<file path="src/rtl/disco_dma_if.sv">
// Command, disk and RAM signal bundle for the disk<->RAM block-transfer controller.
// The slave modport is the controller's view; master is the system side (CPU, disk, RAM).
interface disco_dma_if #(
  parameter int DATA_WIDTH      = 16,
  parameter int DISK_ADDR_WIDTH = 15,
  parameter int MEM_ADDR_WIDTH  = 10,
  parameter int LEN_WIDTH       = 16
) ();
  logic                       start;
  logic                       dir;
  logic [DISK_ADDR_WIDTH-1:0] disk_base;
  logic [MEM_ADDR_WIDTH-1:0]  mem_base;
  logic [LEN_WIDTH-1:0]       len;
  logic                       busy;
  logic                       done;
  logic [DISK_ADDR_WIDTH-1:0] disk_addr;
  logic [DATA_WIDTH-1:0]      disk_data;
  logic                       disk_tr;
  logic [DATA_WIDTH-1:0]      disk_q;
  logic [MEM_ADDR_WIDTH-1:0]  mem_addr;
  logic [DATA_WIDTH-1:0]      mem_data;
  logic                       mem_we;
  logic [DATA_WIDTH-1:0]      mem_q;

  modport slave (
    input  start, dir, disk_base, mem_base, len, disk_q, mem_q,
    output busy, done, disk_addr, disk_data, disk_tr, mem_addr, mem_data, mem_we
  );

  modport master (
    output start, dir, disk_base, mem_base, len, disk_q, mem_q,
    input  busy, done, disk_addr, disk_data, disk_tr, mem_addr, mem_data, mem_we
  );
endinterface

</file>
<file path="src/rtl/disco_dma_ctrl.sv">
// Word-by-word block copy between secondary disk and main RAM: LOAD (disk->RAM, 1 word/cycle)
// or STORE (RAM->disk, 2 cycles/word because RAM read data arrives one cycle after the address).
//
// state | meaning
// ------+---------------------------------------------------------------
// IDLE  | waiting for start; latches command
// LOAD  | mem_we=1, RAM word idx <= disk word idx (async disk read)
// ST_RD | RAM address presented for word idx, no strobes
// ST_WR | disk_tr=1, disk word idx <= RAM read data
// DONE  | one-cycle done pulse, then back to IDLE
module disco_dma_ctrl #(
  parameter int DATA_WIDTH      = 16,
  parameter int DISK_ADDR_WIDTH = 15,
  parameter int MEM_ADDR_WIDTH  = 10,
  parameter int LEN_WIDTH       = 16
) (
  input  logic         clk,
  input  logic         rst,
  disco_dma_if.slave   bus
);

  typedef enum logic [2:0] {
    S_IDLE  = 3'd0,
    S_LOAD  = 3'd1,
    S_ST_RD = 3'd2,
    S_ST_WR = 3'd3,
    S_DONE  = 3'd4
  } state_t;

  state_t                     state_q, state_d;
  logic [LEN_WIDTH-1:0]       idx_q, idx_d;
  logic [LEN_WIDTH-1:0]       len_q, len_d;
  logic [DISK_ADDR_WIDTH-1:0] disk_base_q, disk_base_d;
  logic [MEM_ADDR_WIDTH-1:0]  mem_base_q, mem_base_d;
  logic                       busy_q, busy_d;
  logic                       done_q, done_d;
  logic                       mem_we_q, mem_we_d;
  logic                       disk_tr_q, disk_tr_d;
  logic                       last_word;

  assign last_word = (idx_q == (len_q - LEN_WIDTH'(1)));

  // Strobes are computed one state ahead so they come straight out of flops.
  always_comb begin
    state_d     = state_q;
    idx_d       = idx_q;
    len_d       = len_q;
    disk_base_d = disk_base_q;
    mem_base_d  = mem_base_q;
    busy_d      = 1'b0;
    done_d      = 1'b0;
    mem_we_d    = 1'b0;
    disk_tr_d   = 1'b0;
    case (state_q)
      S_IDLE: begin
        if (bus.start) begin
          len_d       = bus.len;
          disk_base_d = bus.disk_base;
          mem_base_d  = bus.mem_base;
          idx_d       = '0;
          if (bus.len == '0) begin
            state_d = S_DONE;
            done_d  = 1'b1;
          end else if (!bus.dir) begin
            state_d  = S_LOAD;
            busy_d   = 1'b1;
            mem_we_d = 1'b1;
          end else begin
            state_d = S_ST_RD;
            busy_d  = 1'b1;
          end
        end
      end
      S_LOAD: begin
        idx_d = idx_q + LEN_WIDTH'(1);
        if (last_word) begin
          state_d = S_DONE;
          done_d  = 1'b1;
        end else begin
          busy_d   = 1'b1;
          mem_we_d = 1'b1;
        end
      end
      S_ST_RD: begin
        state_d   = S_ST_WR;
        busy_d    = 1'b1;
        disk_tr_d = 1'b1;
      end
      S_ST_WR: begin
        idx_d = idx_q + LEN_WIDTH'(1);
        if (last_word) begin
          state_d = S_DONE;
          done_d  = 1'b1;
        end else begin
          state_d = S_ST_RD;
          busy_d  = 1'b1;
        end
      end
      S_DONE:  state_d = S_IDLE;
      default: state_d = S_IDLE;
    endcase
  end

  always_ff @(posedge clk) begin
    if (rst) begin
      state_q     <= S_IDLE;
      idx_q       <= '0;
      len_q       <= '0;
      disk_base_q <= '0;
      mem_base_q  <= '0;
      busy_q      <= 1'b0;
      done_q      <= 1'b0;
      mem_we_q    <= 1'b0;
      disk_tr_q   <= 1'b0;
    end else begin
      state_q     <= state_d;
      idx_q       <= idx_d;
      len_q       <= len_d;
      disk_base_q <= disk_base_d;
      mem_base_q  <= mem_base_d;
      busy_q      <= busy_d;
      done_q      <= done_d;
      mem_we_q    <= mem_we_d;
      disk_tr_q   <= disk_tr_d;
    end
  end

  // busy is high exactly in LOAD/ST_RD/ST_WR, so it also gates the address outputs.
  logic [DATA_WIDTH-1:0] mem_data_c, disk_data_c;
  assign mem_data_c  = mem_we_q  ? bus.disk_q : '0;
  assign disk_data_c = disk_tr_q ? bus.mem_q  : '0;

  assign bus.busy      = busy_q;
  assign bus.done      = done_q;
  assign bus.mem_we    = mem_we_q;
  assign bus.disk_tr   = disk_tr_q;
  assign bus.disk_addr = busy_q ? (disk_base_q + DISK_ADDR_WIDTH'(idx_q)) : '0;
  assign bus.mem_addr  = busy_q ? (mem_base_q + MEM_ADDR_WIDTH'(idx_q)) : '0;
  assign bus.mem_data  = mem_data_c;
  assign bus.disk_data = disk_data_c;

endmodule

</file>
<file path="src/flat_wrapper.sv">
// flat-port wrapper written by rule: the top's interface ports become plain ports
module disco_dma_ctrl_flat 
#(
  parameter int DATA_WIDTH      = 16,
  parameter int DISK_ADDR_WIDTH = 15,
  parameter int MEM_ADDR_WIDTH  = 10,
  parameter int LEN_WIDTH       = 16
)
  (clk, rst, bus_start, bus_dir, bus_disk_base, bus_mem_base, bus_len, bus_disk_q, bus_mem_q, bus_busy, bus_done, bus_disk_addr, bus_disk_data, bus_disk_tr, bus_mem_addr, bus_mem_data, bus_mem_we);
  disco_dma_if #(.DATA_WIDTH(DATA_WIDTH), .DISK_ADDR_WIDTH(DISK_ADDR_WIDTH), .MEM_ADDR_WIDTH(MEM_ADDR_WIDTH), .LEN_WIDTH(LEN_WIDTH)) bus_i ();
  input  logic clk;
  input  logic rst;
  input wire logic [$bits(bus_i.start)-1:0] bus_start;
  input wire logic [$bits(bus_i.dir)-1:0] bus_dir;
  input wire logic [$bits(bus_i.disk_base)-1:0] bus_disk_base;
  input wire logic [$bits(bus_i.mem_base)-1:0] bus_mem_base;
  input wire logic [$bits(bus_i.len)-1:0] bus_len;
  input wire logic [$bits(bus_i.disk_q)-1:0] bus_disk_q;
  input wire logic [$bits(bus_i.mem_q)-1:0] bus_mem_q;
  output wire logic [$bits(bus_i.busy)-1:0] bus_busy;
  output wire logic [$bits(bus_i.done)-1:0] bus_done;
  output wire logic [$bits(bus_i.disk_addr)-1:0] bus_disk_addr;
  output wire logic [$bits(bus_i.disk_data)-1:0] bus_disk_data;
  output wire logic [$bits(bus_i.disk_tr)-1:0] bus_disk_tr;
  output wire logic [$bits(bus_i.mem_addr)-1:0] bus_mem_addr;
  output wire logic [$bits(bus_i.mem_data)-1:0] bus_mem_data;
  output wire logic [$bits(bus_i.mem_we)-1:0] bus_mem_we;
  assign bus_i.start = bus_start;
  assign bus_i.dir = bus_dir;
  assign bus_i.disk_base = bus_disk_base;
  assign bus_i.mem_base = bus_mem_base;
  assign bus_i.len = bus_len;
  assign bus_i.disk_q = bus_disk_q;
  assign bus_i.mem_q = bus_mem_q;
  assign bus_busy = bus_i.busy;
  assign bus_done = bus_i.done;
  assign bus_disk_addr = bus_i.disk_addr;
  assign bus_disk_data = bus_i.disk_data;
  assign bus_disk_tr = bus_i.disk_tr;
  assign bus_mem_addr = bus_i.mem_addr;
  assign bus_mem_data = bus_i.mem_data;
  assign bus_mem_we = bus_i.mem_we;
  disco_dma_ctrl #(.DATA_WIDTH(DATA_WIDTH), .DISK_ADDR_WIDTH(DISK_ADDR_WIDTH), .MEM_ADDR_WIDTH(MEM_ADDR_WIDTH), .LEN_WIDTH(LEN_WIDTH)) u_core (.clk(clk), .rst(rst), .bus(bus_i));
endmodule
</file>
<file path="config.mk">
export PLATFORM = sky130hd
export DESIGN_NAME = disco_dma_ctrl_flat
export DESIGN_NICKNAME = d
export VERILOG_FILES = /design/src/rtl/disco_dma_if.sv /design/src/rtl/disco_dma_ctrl.sv /design/src/flat_wrapper.sv
export SDC_FILE = /design/constraint.sdc
export NUM_CORES = 1
export LEC_CHECK = 0
export CORE_MARGIN = 2
export CORE_UTILIZATION = 35
export CTS_BUF_LIST = sky130_fd_sc_hd__clkbuf_2
export DETAILED_ROUTE_END_ITERATION = 7
export SLEW_MARGIN = 20
export SYNTH_ARGS = -nofsm -noshare
export SYNTH_HDL_FRONTEND = slang
export SYNTH_SLANG_ARGS = --single-unit
</file>
<file path="constraint.sdc">
create_clock -name clk -period 3.7 [get_ports clk]
set_input_delay 0.74 -clock clk [delete_from_list [all_inputs] [get_ports clk]]
set_output_delay 0.74 -clock clk [all_outputs]
set_load 0.02 [all_outputs]
</file>
==> results of run 1 <==
-- worst max-delay path, cell delays in order (launching register included) --
cell and delay (ns):
dfxtp_1 0.38, ha_4 0.18, fa_2 0.33, a211o_1 0.28, a21o_1 0.19, a211oi_2 0.32
o21bai_1 0.13, mux2_2 0.27, o311ai_0 0.08, buf_2 0.22
-- synth_stat cells (all sizes together) (7+ instances only) --
cell type / count
xor2: 11
or3: 7
xnor2: 20
ha: 25
nor4: 10
nand2b: 12
or2: 8
and2: 44
a21o: 11
clkbuf: 27
inv: 10
o21ai: 15
nand2: 104
nor2: 29
nand4: 7
and3: 7
a21oi: 71
a211oi: 10
dfxtp: 64
nand3: 12
nor3: 14
-- worst min-delay path by stage --
stage | end | start
6_report | u_core.disk_base_q[6]$_SDFFE_PP0P_ | u_core.disk_base_q[6]$_SDFFE_PP0P_
3_3_place_gp | u_core.disk_base_q[0]$_SDFFE_PP0P_ | u_core.disk_base_q[0]$_SDFFE_PP0P_
5_1_grt | u_core.mem_base_q[5]$_SDFFE_PP0P_ | u_core.mem_base_q[5]$_SDFFE_PP0P_
4_1_cts | u_core.disk_base_q[10]$_SDFFE_PP0P_ | u_core.disk_base_q[10]$_SDFFE_PP0P_
3_5_place_dp | u_core.disk_base_q[10]$_SDFFE_PP0P_ | u_core.disk_base_q[10]$_SDFFE_PP0P_
2_1_floorplan | u_core.disk_base_q[0]$_SDFFE_PP0P_ | u_core.disk_base_q[0]$_SDFFE_PP0P_
-- state kept, by name, summed over array words and instances (netlist names) --
name	count
u_core.disk_base_q	15
u_core.bus.mem_we	1
u_core.bus.busy	1
u_core.state_q	3
u_core.bus.disk_tr	1
u_core.len_q	16
u_core.idx_q	16
u_core.bus.done	1
u_core.mem_base_q	10
-- cell families after synthesis --
group | after synthesis | share of synthesized area [%]
simple gates | 273 | 31.24
compound gates | 147 | 20.89
fa+ha+maj | 27 | 7.973
flops | 64 | 28.95
buf+inv | 39 | 3.365
mux | 6 | 1.442
xor+xnor | 31 | 6.135
-- final cells by class --
type	count	area (sq um)	area share, %
clock buffer	11	55.05	0.8976
tap	172	215.2	3.509
multi-input combinational	484	3043	49.61
timing repair buffer	156	1470	23.97
inverter	10	37.54	0.6120
clock inverter	4	22.52	0.3672
sequential	64	1287	20.99
antenna	1	2.502	0.04080
-- routing by layer --
layer  wire [um]  GRT usage [%]
met5           0              0
met1        6355          26.81
met3         617          3.425
met4         135          5.317
met2        6142          32.05
-- what timing repair did --
item / 4_1_cts / 5_1_grt
pin swaps: 2 / 7
setup endpoints to repair: 15 / 12
setup buffers: 0 / 1
gates resized for setup: 39 / 17
-- power by group through the flow --
| stage | Sequential, mW | Combinational, mW | Clock [mW] |
|---|---|---|---|
| floorplan | 0.841 | 0.599 | 0 |
| global placement | 0.877 | 0.893 | 0 |
| detailed placement | 0.881 | 0.907 | 0 |
| CTS | 0.867 | 0.904 | 0.370 |
| global route | 0.887 | 0.995 | 0.400 |
| finish | 0.869 | 0.898 | 0.347 |
==> impl_results.md, run 1 <==
- Status: complete, no violations
- Synth Register Bits: 64
- Max H-tree Level: 3
- Setup TNS: 0 ns
- Die width: 116.4 um
- Cell internal pwr: 1.267 mW
- Mapped Nets: 691
- Min-Delay Path Class: reg -> reg
- Commonest non-fill, non-tap cell in the layout: clkdlybuf4s50_1
- Sw frac: 40.10%
- Top cells by area, synth: dfxtp_1 29%, nand2_1 8.8%, a21oi_1 8.0%, ha_1 7.1%, and2_1 6.2%
- DR iter-0 viols: 230
- Antenna violations before repair: 0
- Setup crit start kind: flip-flop
- Reg2reg path depth: 6
- Ys flop type: dfxtp_1
- Area fraction of the dominant cell type after synthesis: a little under 30%
- Vias per cell: around 5.1
- VDD IR max: roughly 0.00018 V
- Clock Tree Buf Depth: 2
- Worst-Margin Slew: 0.6493 ns
- Hold Slack: 0.4781 ns
- P&R area growth vs syn: 38.59%
- Asr flop ratio synth: 0%
- Biggest area consumer among synthesized cells: dfxtp_1
- Die footprint: approximately 14000 sq um
- Crit path kind: reg -> out
- Routed wire length: 13250 um
- Drt wl/cell: 14.69 um
- Filler Cell Count: 1285
- P_sw: 0.8480 mW
- Static Leakage: between 2 and 2.5 nW
- IO Count: 138
- Critical Path Start: u_core.disk_base_q[0]$_SDFFE_PP0P_
- NumNets Final: just over 800
- Most frequent cells in the layout: 120 x clkdlybuf4s50_1, 104 x nand2_1, 70 x a21oi_1
- Routability cong.: 0.8499
- First-pass detailed-route iteration total: 4
- Root Driver: clkbuf_2
- Core area: roughly 12000 sq um
- Remaining global-route overflow: 0
- Clock power frac: between 10% and 20%
- Max-slew violations: 0
- Syn avg cell area: 7.539 sq um
- Worst path required time: 2.96 ns
- Final Hold Fails: 0
- Yosys Warn Count: 0
- Crit Path Max Fanout: 3
- RSZ-0062 raised after global routing: yes
- Max Cap Viol: 0
- Tot Pwr: 2.115 mW
- Clock skew: between 0.02 and 0.03 ns
- Total CTS buffers: 9
- Post-route DRC: 0
- Clock transition at path regs: 0.19 ns
- Relative slew slack: approximately 56%
- Unique masters post-synth: 52
- Worst reg2reg setup slack: 1.23 ns
- First-pass GRT wire length: approximately 21000 um
- Critical Path AT: 2.90 ns
- Chip Height: 116.4 um
- Vias in the first global route: 4234
- Reg-to-Reg End: u_core.bus.done$_SDFF_PP0_
- Pwr dens: roughly 340 nW/um^2
- Dpl ws: approximately 0.011 ns
- CTS tree: done
- Clk_lat worst skew: 0.52 ns
- Sequential share of the synthesized area: 28.95%
- Finished Cell Area: 6133 sq um
- Post-synthesis cell area: 4425 sq um
- Placed Cells: 885
- Vias: 4565
- Final Worst Setup Slack: 0.06196 ns
- Final-report setup violation count: 0
- RR Startpoint: u_core.len_q[3]$_SDFFE_PP0P_
- Post-DRT Antenna Nets: 0
- Clock sink total: 64
- Element type at the critical path end: output pin
- Fmax: 274.9 MHz
- Setup crit end: bus_disk_addr[12]
- Post-DP HPWL: 10270 um
- Register share of total power: 41.1%
- Global Route Usage Sum: about a fifth
- Hold-fix buffers at CTS: 0
- Area post-placement: 6036 sq um
- Starting Density: a little over a third
- Layout cells sized above 1: 9.877%
- Synth Instances: about 590
- Non-Filler Instances: 902
- Largest net degree at the start of global routing: between 50 and 60
- Comb pwr share: 42.5%
- Worst hold stages: 2
- Post-route clock period utilization: 98.33%
- # rows: 41
- Tmin final: 3.638 ns
- IO Port Bufs: ~140
- EDFF count, synth: 0
- Final Core Density: 49.20%
Note: power is estimated with default switching activity, not from simulation.
==> run 2, diff against run 1 <==
--- a/config.mk
+++ b/config.mk
@@ -6,4 +6,5 @@
 export NUM_CORES = 1
 export LEC_CHECK = 0
+export ABC_CLOCK_PERIOD_IN_PS = 3600
 export CORE_MARGIN = 2
 export CORE_UTILIZATION = 35
==> constraint.sdc (replaced) <==
create_clock -name clk -period 3.6 [get_ports clk]
set_input_delay 1.08 -clock clk [delete_from_list [all_inputs] [get_ports clk]]
set_output_delay 1.08 -clock clk [all_outputs]
set_load 0.02 [all_outputs]
==> impl_results.md, run 2 (same netlist as run 1, synthesis figures left out) <==
- Largest net degree at the start of global routing: 34 (-36%)
- Vias: 4738 (+3.8%)
- Post-DRT Antenna Nets: 0 (unchanged)
- Failing checks: setup timing
- Layout cells sized above 1: 17.39% (+7.5 points)
- First-pass detailed-route iteration total: 4 (unchanged)
- Area occupied by multi-input gates: 3194 sq um (+5.0%)
- IO Count: 138 (unchanged)
- Setup crit end: bus_disk_addr[12]
- Global Route Usage Sum: 19.61% (-0.029 points)
- Core area: 12470 sq um (unchanged)
- Clk_lat worst skew: 0.47 ns (-0.05 ns)
- Min-Delay Path Class: reg -> reg
- Critical Path AT: 2.81 ns (-0.09 ns)
- CP Buf/Inv Count: 2 (+1)
- Static Leakage: 2.664 nW (+7.0%)
- Antenna violations before repair: 0 (unchanged)
- Drt wl/cell: 14.31 um (-2.6%)
- Hold-fix buffers at CTS: 0 (unchanged)
- Top flop regs: u_core.idx_q: 16 flops, u_core.len_q: 16 flops, u_core.disk_base_q: 15 flops
- Post-route DRC: 0 (unchanged)
- Number of diodes: 0 (-1)
- Setup crit start kind: flip-flop
- Remaining global-route overflow: 0 (unchanged)
- Routability cong.: 0.8626 (+1.5%)
- Post-route clock period utilization: 108.1%
- Final-report setup violation count: 5 (+5)
- Area post-placement: 6246 sq um (+3.5%)
- Worst path required time: 2.52 ns (-0.44 ns)
- Reg2reg path depth: 8 (+2)
- Reg-to-Reg End: u_core.bus.done$_SDFF_PP0_
- Clock sink total: 64 (unchanged)
- RR Startpoint: u_core.len_q[0]$_SDFFE_PP0P_
- Die footprint: 13560 sq um (unchanged)
- Pwr dens: 348.1 nW/um^2 (+0.96%)
- Stages on worst setup path: 10 (+1)
- Relative slew slack: 58.14% (+1.8 points)
- Finished Cell Area: 6549 sq um (+6.8%)
- NumNets Final: 859 (+3.6%)
- Crit Path Max Fanout: 3 (unchanged)
- Worst reg2reg setup slack: 1.13 ns (-0.10 ns)
- First-pass GRT wire length: 21160 um (+1.1%)
- Max-slew violations: 0 (unchanged)
- Chain of cells forming the critical path: ha_4 > fa_2 > a211o_1 > a21o_1 > a211oi_2 > buf_4 > o21bai_1 > mux2_2 > o311ai_0 > buf_2
- Vias per cell: 5.089 (+0.56%)
- Die width: 116.4 um (unchanged)
- Most frequent cells in the layout: 115 x clkdlybuf4s50_1, 104 x nand2_1, 65 x a21oi_1
- Slowest stage delay, CP: 0.38 ns (about the same)
- VDD IR max: 0.0001796 V (+1.9%)
- Total CTS buffers: 9 (unchanged)
- Setup TNS: -0.9022 ns (-0.9022 ns)
- CP top delay family: compound AO/OA/AOI/OAI gates
- CTS tree: done
- Worst-Margin Slew: 0.6222 ns (-0.02707 ns)
- Routed wire length: 13320 um (+0.54%)
- Crit path kind: reg -> out
- Max H-tree Level: 3 (unchanged)
- Root Driver: clkbuf_2
- Filler Cell Count: 1185 (-7.8%)
- Commonest non-fill, non-tap cell in the layout: clkdlybuf4s50_1
- Vias in the first global route: 4438 (+4.8%)
- Chip Height: 116.4 um (unchanged)
- Final Worst Setup Slack: -0.2920 ns (-0.3539 ns)
- Critical Path Start: u_core.idx_q[0]$_SDFFE_PP0P_
- DR iter-0 viols: 215 (-6.5%)
- Reg area: 1295 sq um (+0.58%)
- Tmin final: 3.892 ns
- Clock transition at path regs: 0.17 ns (-0.02 ns)
- Post-DP HPWL: 10480 um (+2.1%)
- Starting Density: 35.50% (unchanged)
- P&R area growth vs syn: 47.98%
- # rows: 41 (unchanged)
- Element type at the critical path end: output pin
- Clock skew: 0.02129 ns (-0.004376 ns)
- RSZ-0062 raised after global routing: yes
- Max Cap Viol: 0 (unchanged)
- Fmax: roughly 260 MHz
- CP max-delay cell: dfxtp_2
- Clock Tree Buf Depth: 2 (unchanged)
- IO Port Bufs: 137 (unchanged)
- Status: complete, but fails checks
- Final Hold Fails: 0 (unchanged)
run 2: changes by cell type in the layout (fill, tap and decap cells not counted), sizes merged:
cell	before	now
clkdlybuf4s15	1	0
clkdlybuf4s50	120	115
dlygate4sd2	5	4
bufinv	0	1
diode	1	0
buf	24	64
dlymetal6s2s	2	1
clkbuf	15	12
clkinvlp	1	0
clkinv	3	4
run 2: final cells by class:
class / count / share of cell area [%]
Multi-Input combinational cell: 484 / 48.78
Inverter: 10 / 0.5732
Sequential cell: 64 / 19.77
Clock inverter: 5 / 0.7451
Clock buffer: 10 / 0.7642
Tap cell: 172 / 3.286
Timing Repair Buffer: 186 / 26.08
run 2: repair_timing:
| item | CTS | global route |
|---|---|---|
| endpoints found under the setup margin | 21 | 16 |
| cloned | 0 | 0 |
| pin swaps | 22 | 6 |
| gates resized for setup | 111 | 23 |
| buffers inserted | 3 | 0 |
run 2: stage by stage:
step | std cells | hold slack, ns | setup WS (ns) | power (mW) | util [%]
2_1_floorplan | 587 | 0.4406 | 0.02227 | 1.480 | -
3_3_place_gp | 913 | 0.4501 | -0.4052 | 1.843 | 50.11
3_5_place_dp | 913 | 0.4532 | -0.4522 | 1.865 | 50.11
4_1_cts | 931 | 0.4763 | -0.3247 | 2.290 | 52.01
5_1_grt | 931 | 0.5003 | -0.4450 | 2.438 | 52.53
6_report | 931 | 0.4725 | -0.2920 | 2.280 | 52.53
run 2: worst register-to-register path: stages, from the launching register on:
cell and delay (ns):
dfxtp_1 0.48, inv_1 0.08, ha_1 0.25, nand2b_1 0.22
nand2_1 0.08, a2111oi_0 0.43, nor3_1 0.20, a2111oi_4 0.44
o221a_1 0.24
run 2: power by group:
| part | switching [mW] | internal (mW) | total [mW] |
|---|---|---|---|
| clock network | 0.253 | 0.154 | 0.408 |
| logic | 0.526 | 0.461 | 0.986 |
| registers | 0.0974 | 0.788 | 0.886 |
| total | 0.876 | 1.40 | 2.28 |
run 2: worst min-delay path by stage:
stage	start	to	slack (ns)	depth (start not counted)
detailed placement	u_core.disk_base_q[10]$_SDFFE_PP0P_	u_core.disk_base_q[10]$_SDFFE_PP0P_	0.45	2
CTS	u_core.disk_base_q[2]$_SDFFE_PP0P_	u_core.disk_base_q[2]$_SDFFE_PP0P_	0.48	2
finish	u_core.disk_base_q[8]$_SDFFE_PP0P_	u_core.disk_base_q[8]$_SDFFE_PP0P_	0.47	2
global placement	u_core.mem_base_q[3]$_SDFFE_PP0P_	u_core.mem_base_q[3]$_SDFFE_PP0P_	0.45	2
global route	u_core.disk_base_q[7]$_SDFFE_PP0P_	u_core.disk_base_q[7]$_SDFFE_PP0P_	0.50	2
floorplan	u_core.disk_base_q[0]$_SDFFE_PP0P_	u_core.disk_base_q[0]$_SDFFE_PP0P_	0.44	2
run 2: per-layer routing:
layer	GRT usage (%)	routed length, um	share of wire, %
met5	0	0	0
met4	5.714	174	1.3
met1	26.11	6118	46
met3	3.062	739	5.5
met2	32.91	6289	47
